**src/rtl/loader_pkg.sv**
```systemverilog
// Shared types and constants for the UART boot-time program loader.
package loader_pkg;

  localparam logic [7:0] SYNC_CODE = 8'hA5;
  localparam logic [7:0] ACK_CODE  = 8'h06;
  localparam logic [7:0] NAK_CODE  = 8'h15;

  // Frame header and datapath field widths
  localparam int unsigned LEN_W  = 16;
  localparam int unsigned LANE_W = 2;
  localparam int unsigned WORD_W = 32;

  typedef enum logic [2:0] {
    ST_IDLE,
    ST_LEN_LO,
    ST_LEN_HI,
    ST_DATA,
    ST_CSUM,
    ST_RESP,
    ST_RUN
  } state_t;

  // States in which the idle timeout and rx_frame_err abort the frame
  function automatic logic in_frame(input state_t s);
    return (s == ST_LEN_LO) || (s == ST_LEN_HI) || (s == ST_DATA) || (s == ST_CSUM);
  endfunction

endpackage

```
**src/rtl/loader_word_asm.sv**
```systemverilog
// Assembles little-endian payload bytes into 32-bit words and keeps the
// running 8-bit payload checksum.
module loader_word_asm
  import loader_pkg::*;
(
  input  logic              clk,
  input  logic              rst,
  input  logic              clear,
  input  logic              byte_valid,
  input  logic [7:0]        byte_data,
  output logic [LANE_W-1:0] lane,
  output logic [WORD_W-1:0] word,
  output logic              word_done,
  output logic [7:0]        csum
);

  // NOTE: sequential state uses non-blocking assignments so every register
  // samples the pre-edge values of the others, independent of statement order.
  // The word register is reset as well so imem_wdata reads 0 out of reset.
  always_ff @(posedge clk) begin
    if (rst) begin
      lane      <= '0;
      word      <= '0;
      word_done <= 1'b0;
      csum      <= '0;
    end else begin
      word_done <= 1'b0;
      if (clear) begin
        lane <= '0;
        csum <= '0;
      end else if (byte_valid) begin
        word[{lane, 3'b000} +: 8] <= byte_data;
        lane      <= lane + 1'b1;
        csum      <= csum + byte_data;
        word_done <= &lane;
      end
    end
  end

endmodule

```
**src/rtl/uart_program_loader.sv**
```systemverilog
// Boot loader: parses framed UART bytes into instruction-memory writes, holds
// the core in reset while loading and answers each frame with ACK or NAK.
module uart_program_loader
  import loader_pkg::*;
#(
  parameter int unsigned ADDR_W      = 8,
  parameter logic [7:0]  SYNC_BYTE   = SYNC_CODE,
  parameter logic [7:0]  ACK_BYTE    = ACK_CODE,
  parameter logic [7:0]  NAK_BYTE    = NAK_CODE,
  parameter int unsigned TIMEOUT_CYC = 100000
) (
  input  logic              clk,
  input  logic              rst,
  input  logic              rx_valid,
  input  logic [7:0]        rx_data,
  input  logic              rx_frame_err,
  output logic              imem_we,
  output logic [ADDR_W-1:0] imem_addr,
  output logic [31:0]       imem_wdata,
  output logic              cpu_rst,
  output logic              load_done,
  output logic              load_err,
  output logic              tx_valid,
  output logic [7:0]        tx_data,
  input  logic              tx_ready
);

  localparam int unsigned MAX_WORDS = 1 << ADDR_W;
  localparam int unsigned CNT_W     = $clog2(TIMEOUT_CYC + 1);

  state_t              state, next_state;
  logic [7:0]          len_lo;
  logic [LEN_W-1:0]    len, len_in, idx_ext;
  logic [ADDR_W:0]     word_idx;
  logic [CNT_W-1:0]    idle_cnt;
  logic [7:0]          resp_q, resp_next;
  logic                load_err_q;
  logic                timeout, abort, frame_start, data_byte, last_word;
  logic [LANE_W-1:0]   lane;
  logic [WORD_W-1:0]   word;
  logic                word_done;
  logic [7:0]          csum;

  assign len_in      = {rx_data, len_lo};
  assign idx_ext     = LEN_W'(word_idx);
  assign timeout     = (idle_cnt == CNT_W'(TIMEOUT_CYC));
  assign abort       = rx_frame_err || timeout;
  assign frame_start = ((state == ST_IDLE) || (state == ST_RUN)) &&
                       rx_valid && !rx_frame_err && (rx_data == SYNC_BYTE);
  assign data_byte   = (state == ST_DATA) && rx_valid && !abort;
  // The word index advances on the write pulse, so it already names the
  // current word by the time that word's last byte arrives.
  assign last_word   = (idx_ext + LEN_W'(1)) == len;

  loader_word_asm u_word_asm (
    .clk        (clk),
    .rst        (rst),
    .clear      (frame_start),
    .byte_valid (data_byte),
    .byte_data  (rx_data),
    .lane       (lane),
    .word       (word),
    .word_done  (word_done),
    .csum       (csum)
  );

  always_ff @(posedge clk) begin
    if (rst) state <= ST_IDLE;
    else     state <= next_state;
  end

  // NOTE: every signal assigned in always_comb gets a default first, so no
  // path through the case leaves it unassigned and no latch is inferred.
  always_comb begin
    next_state = state;
    resp_next  = NAK_BYTE;
    unique case (state)
      ST_IDLE, ST_RUN: begin
        if (frame_start) next_state = ST_LEN_LO;
      end
      ST_LEN_LO: begin
        if (abort)         next_state = ST_RESP;
        else if (rx_valid) next_state = ST_LEN_HI;
      end
      ST_LEN_HI: begin
        if (abort) next_state = ST_RESP;
        else if (rx_valid) begin
          if (32'(len_in) > MAX_WORDS) next_state = ST_RESP;
          else if (len_in == '0)       next_state = ST_CSUM;
          else                         next_state = ST_DATA;
        end
      end
      ST_DATA: begin
        if (abort)                                next_state = ST_RESP;
        else if (rx_valid && (&lane) && last_word) next_state = ST_CSUM;
      end
      ST_CSUM: begin
        if (abort) next_state = ST_RESP;
        else if (rx_valid) begin
          next_state = ST_RESP;
          if (rx_data == csum) resp_next = ACK_BYTE;
        end
      end
      ST_RESP: begin
        if (tx_ready) next_state = (resp_q == ACK_BYTE) ? ST_RUN : ST_IDLE;
      end
      default: next_state = ST_IDLE;
    endcase
  end

  always_comb begin
    tx_valid  = (state == ST_RESP);
    cpu_rst   = (state != ST_RUN);
    load_done = (state == ST_RUN);
  end

  always_ff @(posedge clk) begin
    if (rst) begin
      len_lo     <= '0;
      len        <= '0;
      word_idx   <= '0;
      idle_cnt   <= '0;
      resp_q     <= '0;
      load_err_q <= 1'b0;
    end else begin
      if (!in_frame(state) || rx_valid) idle_cnt <= '0;
      else                              idle_cnt <= idle_cnt + 1'b1;

      if ((state == ST_LEN_LO) && rx_valid && !abort) len_lo <= rx_data;
      if ((state == ST_LEN_HI) && rx_valid && !abort) len    <= len_in;

      if (frame_start)    word_idx <= '0;
      else if (word_done) word_idx <= word_idx + 1'b1;

      // Response byte is frozen on entry so tx_data stays stable under back-pressure
      if ((state != ST_RESP) && (next_state == ST_RESP)) resp_q <= resp_next;
      if ((state == ST_RESP) && tx_ready) load_err_q <= (resp_q == NAK_BYTE);
    end
  end

  assign imem_we    = word_done;
  assign imem_addr  = word_idx[ADDR_W-1:0];
  assign imem_wdata = word;
  assign tx_data    = resp_q;
  assign load_err   = load_err_q;

endmodule

```
**config.mk**
```make
export PLATFORM = sky130hd
export DESIGN_NAME = uart_program_loader
export DESIGN_NICKNAME = d
export VERILOG_FILES = /design/src/rtl/loader_pkg.sv /design/src/rtl/loader_word_asm.sv /design/src/rtl/uart_program_loader.sv
export SDC_FILE = /design/constraint.sdc
export NUM_CORES = 1
export LEC_CHECK = 0
export CAP_MARGIN = 20
export CORE_ASPECT_RATIO = 1.2
export CORE_MARGIN = 4
export CORE_UTILIZATION = 57
export CTS_CLUSTER_DIAMETER = 100
export CTS_CLUSTER_SIZE = 10
export DETAILED_ROUTE_END_ITERATION = 12
export DONT_BUFFER_PORTS = 1
export GPL_ROUTABILITY_DRIVEN = 0
export GPL_TIMING_DRIVEN = 0
export PLACE_DENSITY = 0.72
export SETUP_SLACK_MARGIN = 0.15
export SLEW_MARGIN = 20
export SYNTH_ARGS = -nofsm -noshare
export SYNTH_HDL_FRONTEND = slang
export SYNTH_SLANG_ARGS = --single-unit
```
**constraint.sdc**
```tcl
create_clock -name clk -period 2.75 [get_ports clk]
set_input_delay 0.4125 -clock clk [delete_from_list [all_inputs] [get_ports clk]]
set_output_delay 0.4125 -clock clk [all_outputs]
set_load 0.005 [all_outputs]
```
## After elaboration in Yosys (flattened, before gate mapping)

Cells that the tools add are included.

| word-level totals | value |
|---|---|
| register bits after elaboration | 105 |
| output and inout bits | 53 |

| operators by class | value |
|---|---|
| add/subtract/negate cells | 6 |
| magnitude comparators | 1 |
| eq/ne operators | 15 |
| shift-type cells | 2 |
| mux-type cells | 19 |
| bitwise operators | 2 |
| reductions and logical operators | 30 |

Operators with widths:

| operator | number |
|---|---|
| two-way mux 3 bit | 13 |
| bitwise mux 32 bit | 1 |
| variable shift 8 x 7 -> 32 bit, first input constant | 1 |
| indexed part select 8 x 7 -> 32 bit | 1 |
| two-way mux 5 bit | 4 |
| one-hot mux 3 bit (6 select lines) | 1 |
| adder 17 x 1 -> 17 bit, second input constant | 1 |
| == test 17 bit, second input constant | 1 |
| == test 10 x 16 -> 1 bit | 1 |
| greater-than comparator 16 x 9 -> 1 bit, second input constant | 1 |
| zero test 16 bit | 1 |
| logical AND 1 bit | 13 |
| == test 3 bit, second input constant | 4 |
| adder 9 x 1 -> 10 bit, second input constant | 1 |
| adder 9 x 1 -> 9 bit, second input constant | 1 |
| adder 8 bit | 1 |
| == test 8 x 3 -> 1 bit, second input constant | 1 |
| == test 8 x 5 -> 1 bit, second input constant | 1 |
| == test 8 bit | 1 |
| == test 8 bit, second input constant | 1 |
| negation 5 -> 7 bit | 1 |
| == test 3 x 2 -> 1 bit, second input constant | 2 |
| logical OR 1 bit | 6 |
| inequality test 3 bit, second input constant | 2 |
| other kinds (8) | 14 |

## Longest topological paths before layout

| depth | value |
|---|---|
| depth after elaboration | 9 |
| gate-level depth with buffers | 9 |
| gate-level depth less buffers | 9 |

## Cells and area by module

Synthesis repeated with hierarchy kept, for this count alone.

| unflattened totals | value |
|---|---|
| cell total of the unflattened synthesis | 566 |
| area total of the unflattened synthesis | 4982.3 µm² |

Modules (own cells, without submodules):

| module | times used | cells each | area an instance (µm²) | seq. area each (µm²) |
|---|---|---|---|---|
| uart_program_loader | 1 | 368 | 3075.4 | 1141.1 |
| loader_word_asm | 1 | 198 | 1906.8 | 860.8 |

## Least setup slack after synthesis

Ideal clock, no wire load.

| path | value |
|---|---|
| path kind | register -> register |
| start | register idle_cnt[3] |
| end | register resp_q[0], in the netlist tx_data[0] |
| setup time | 0.079 ns |
| data arrival time | 2.410 ns |
| required time | 2.671 ns |
| setup slack | 0.261 ns |
| stages on the path, launching flop included | 7 |
| path buffers | 0 |
| clock period less this slack | 2.489 ns |
| path through | dfxtp_1 -> or4_4 -> o41ai_4 -> a31oi_2 -> a2111o_1 -> or3_4 -> a211oi_2 |

| between the ends | value |
|---|---|
| word-level cells in the longest chain between the ends | 6 |

Ends and longest elaborated chain:

| what | line | text |
|---|---|---|
| start: declaration | uart_program_loader.sv:35 | `logic [CNT_W-1:0] idle_cnt;` |
| start signal: assignment | uart_program_loader.sv:127 | `else idle_cnt <= idle_cnt + 1'b1;` |
| == test 17 bit (*) | uart_program_loader.sv:46 | `assign timeout = (idle_cnt == CNT_W'(TIMEOUT_CYC));` |
| logical OR 1 bit (*) | uart_program_loader.sv:47 | `assign abort = rx_frame_err \|\| timeout;` |
| two-way mux 3 bit, on equally long branches | -- |  |
| one-hot mux 3 bit (6 select lines) | uart_program_loader.sv:77 | `unique case (state)` |
| == test 3 bit | uart_program_loader.sv:136 | `if ((state != ST_RESP) && (next_state == ST_RESP)) resp_q <= resp_next;` |
| logical AND 1 bit | uart_program_loader.sv:136 |  |
| end signal: assignment | uart_program_loader.sv:136 |  |
| end: declaration | uart_program_loader.sv:36 | `logic [7:0] resp_q, resp_next;` |

Mark *: on every way between the ends. The rest lies on a longest branch, timed or not.
A chain may end at the register's enable or synchronous reset.

## Worst setup path after layout

Ends and elaborated chain as after synthesis.

==> results.py <==
metrics = {
    "finish": {
        "nFillCells": 752,
        "stdcell_count": 757,
        "nNetsFinal": 665,
        "drive_above_1_share_pct": 9.38,
        "syn_to_final_growth_pct": 8.87,
        "final_common_cell": "dfxtp_1",
        "final_cell_mix": "94 x dfxtp_1, 69 x nand2_1, 64 x nor2_1, 54 x nand3_1, 54 x a21oi_1",
        "insertedDiodeCount": 0,
    },
    "logic_synthesis": {
        "synth-simple-area-share_pct": 26.8,
        "syn-cell-area_um2": 5090,
        "synth_cells": 619,
        "synth_area_leader_cell": "dfxtp_1",
        "synth.area.mux_share_pct": 4.92,
        "synth_xor_area_share_pct": 5.33,
        "synth-edff-count": 0,
        "synth_area_per_cell_um2": 8.22,
        "postSynth.asyncResetShare_pct": 0,
        "yosysUniqueCellTypes": 60,
        "ys_seq_area_share_pct": 39.3,
        "ys_warn_count": 0,
        "synth-compound-area-share_pct": 12.6,
        "synth_fa_ha_area_share_pct": 4.33,
        "synth.top_cell.area_share_pct": 39.3,
        "synth-seq-cells": 100,
        "synth_area_leaders": "dfxtp_1 39%, a21oi_1 5.3%, nand3_1 5.3%",
        "synth_top_family_by_area": "simple AND/OR/NAND/NOR gates",
        "synth_flop_cell": "dfxtp_1",
    },
    "placed_design": {
        "port_buffers": 0,
        "dpl.hpwl_um": 8550,
        "dp_cells": 739,
        "dp_worst_setup_slack_ns": -0.0632,
    },
    "sta": {
        "slew_viol_final": 0,
        "fin_ws_ns": 0.202,
        "setup_tns_ns": 0,
        "setup_viol": 0,
        "final_hold_viol_count": 0,
        "tightestPinTransition_ns": 0.935,
        "clock_skew_ns": 0.0119,
        "grt_setup_unrepaired": "yes",
        "finalCritPeriodShare_pct": 92.7,
        "max_freq_mhz": 392,
        "slew_headroom_pct": 37.5,
        "period_needed_ns": 2.55,
    },
    "floorplanning": {
        "die-area_um2": 10500,
        "io-pin-count": 66,
        "fp-row-count": 37,
        "start_util_pct": 58.8,
        "core_um2": 8660,
        "dieHeight_um": 112,
        "die_w_um": 94.3,
    },
    "setup_path": {
        "start_kind": "register",
        "critPathKind": "reg2reg",
        "crit_arrival_ns": 2.84,
        "r2r-start": "idle_cnt[3]$_SDFF_PP0_",
        "critPathCaptureType": "register",
        "r2r_cells": 6,
        "worstReg2RegEnd": "tx_data[0]$_SDFFE_PP0P_",
        "critPathMaxFanout": 5,
        "cp_data_required_time_ns": 3.05,
        "r2r_slack_ns": 0.20,
    },
    "route": {
        "drt_iter0_drc": 344,
        "drt_wl_total_um": 11800,
        "drc": 0,
        "detail_route.wl_per_cell_um": 15.6,
        "final_antenna_net_count": 0,
        "drtPass1Iterations": 5,
        "num_vias": 4353,
        "viasPerCell": 5.75,
    },
    "hold_path": {
        "whs_endpoint": "len_lo[4]$_SDFFE_PP0P_",
        "hp-start": "rx_data[4]",
        "hold_path.class": "in2reg",
        "hold_depth": 2,
    },
    "global_route": {
        "use_met3_pct": 6.15,
        "grt_busiest_layer": "met2",
        "grt_pass1_wl_um": 19400,
        "antenna_found_initial": 0,
        "grt_max_degree": 18,
        "grt_pass1_vias": 4191,
        "gr-usage-all-layers_pct": 22.9,
        "grt_use_met2_pct": 39.2,
        "overflow": 0,
        "use_met1_pct": 26.5,
    },
    "clocking": {
        "htree_levels": 3,
        "clk_path_buf_depth": 2,
        "ctsHoldBuffers": 0,
        "cts_tree": "built",
        "clockRootBuffer": "clkbuf_8",
        "cts.sinks": 100,
        "clkTransAtPathRegs_ns": 0.10,
        "clock_latency_ns": 0.37,
        "cts_buffers": 9,
    },
    "outcome": {
        "status": "finished, final reports clean",
    },
    "power_and_ir_drop": {
        "ir_drop_uv": 285,
        "powerDensity_nw_per_um2": 468,
        "p_leak_nw": 2.07,
    },
    "flow_run": {
        "cap_violations": 0,
    },
}
worst max-delay path: stages (launching register included):
cell      delay (ns)
dfxtp_4         0.37
or4_4           0.54
o41ai_4         0.48
a211oi_2        0.14
a2111o_1        0.44
or3_4           0.35
a211oi_2        0.17
how the worst max path moves through the flow:
stage | from | to | slack, ns | depth (start not counted)
after detailed placement | idle_cnt[0]$_SDFF_PP0_ | u_word_asm.word[26]$_SDFFE_PP0P_ | -0.06 | 9
final | idle_cnt[3]$_SDFF_PP0_ | tx_data[0]$_SDFFE_PP0P_ | 0.20 | 6
after CTS | idle_cnt[0]$_SDFF_PP0_ | u_word_asm.word[26]$_SDFFE_PP0P_ | 0.08 | 10
after global routing | idle_cnt[7]$_SDFF_PP0_ | tx_data[0]$_SDFFE_PP0P_ | 0.10 | 6
after global placement | rx_data[1] | tx_data[0]$_SDFFE_PP0P_ | -0.05 | 7
after floorplan | idle_cnt[3]$_SDFF_PP0_ | tx_data[0]$_SDFFE_PP0P_ | 0.26 | 6
Yosys cell counts (3+ instances only):
cell type    n
o21ai_0     12
nand4_1      9
buf_4       15
inv_1       23
nor4b_1      3
a21oi_1     54
nor4_1      11
and2_1       9
mux2i_1     25
xor2_1      16
xnor2_1     15
nand2_1     70
a211oi_1     4
nand3_1     54
clkbuf_1    26
and3_1       5
nor3b_1      4
nor2_1      64
ha_1        16
dfxtp_1    100
o2111ai_1    3
and4_1       4
or4_1        4
nor3_1       9
a31oi_1      3
nand2b_1     7
or3_1        7
buf_2        3
nand4b_1     4
cells by family (layout without fill, tap and decap cells):
| kind of cell | Yosys count | count (layout) |
|---|---|---|
| fa+ha+maj | 17 | 17 |
| mux | 25 | 25 |
| buf+inv | 71 | 89 |
| compound gates | 100 | 100 |
| xor+xnor | 31 | 31 |
| other cells | 1 | 4 |
| flops | 100 | 100 |
| simple gates | 274 | 274 |
layout make-up:
class	count	area, um2	share of cell area, %
Buffer	48	259	4.67
Clock buffer	10	138	2.48
Clock inverter	6	93.8	1.69
Inverter	23	86.3	1.56
Multi-Input combinational cell	451	2790	50.4
Sequential cell	100	2010	36.3
Tap cell	117	146	2.64
Timing Repair Buffer	2	15.0	0.271
metal layers:
layer / vias up / wire length (um)
met4: 0 / 231
met2: 111 / 5960
met1: 2039 / 4850
met5: - / 0
li1: 2183 / -
met3: 20 / 774
sequential cells by signal, summed over array words and instances (netlist names):
signal and count:
len 16, load_err 1, idle_cnt 17, word_idx 9
u_word_asm.word 32, len_lo 8, u_word_asm.lane 2, tx_data 3
state 3, u_word_asm.csum 8, u_word_asm.word_done 1
per-stage QoR:
step | util [%] | area (um2) | power (mW) | hold WS [ns]
after floorplan | - | 5100 | 1.54 | 0.436
after global placement | 60.6 | 5250 | 1.56 | 0.445
after detailed placement | 60.6 | 5250 | 1.56 | 0.451
after CTS | 63.5 | 5500 | 2.62 | 0.166
after global routing | 64.0 | 5540 | 2.70 | 0.159
final | 64.0 | 5540 | 2.60 | 0.184
timing repair:
| item | in CTS | in global routing |
|---|---|---|
| pin swaps | 2 | 7 |
| gates resized for setup | 3 | 16 |
| endpoints found under the setup margin | 40 | 49 |
| setup buffers | 1 | 1 |
report_power, final:
part	internal [mW]	total, mW	switching [mW]	leakage [nW]
Sequential	1.45	1.45	0.0000802	0.808
Clock	0.545	1.07	0.523	0.113
Combinational	0.0254	0.0809	0.0555	1.15
Total	2.02	2.60	0.578	2.07
Power figures use the tool's default switching activity.
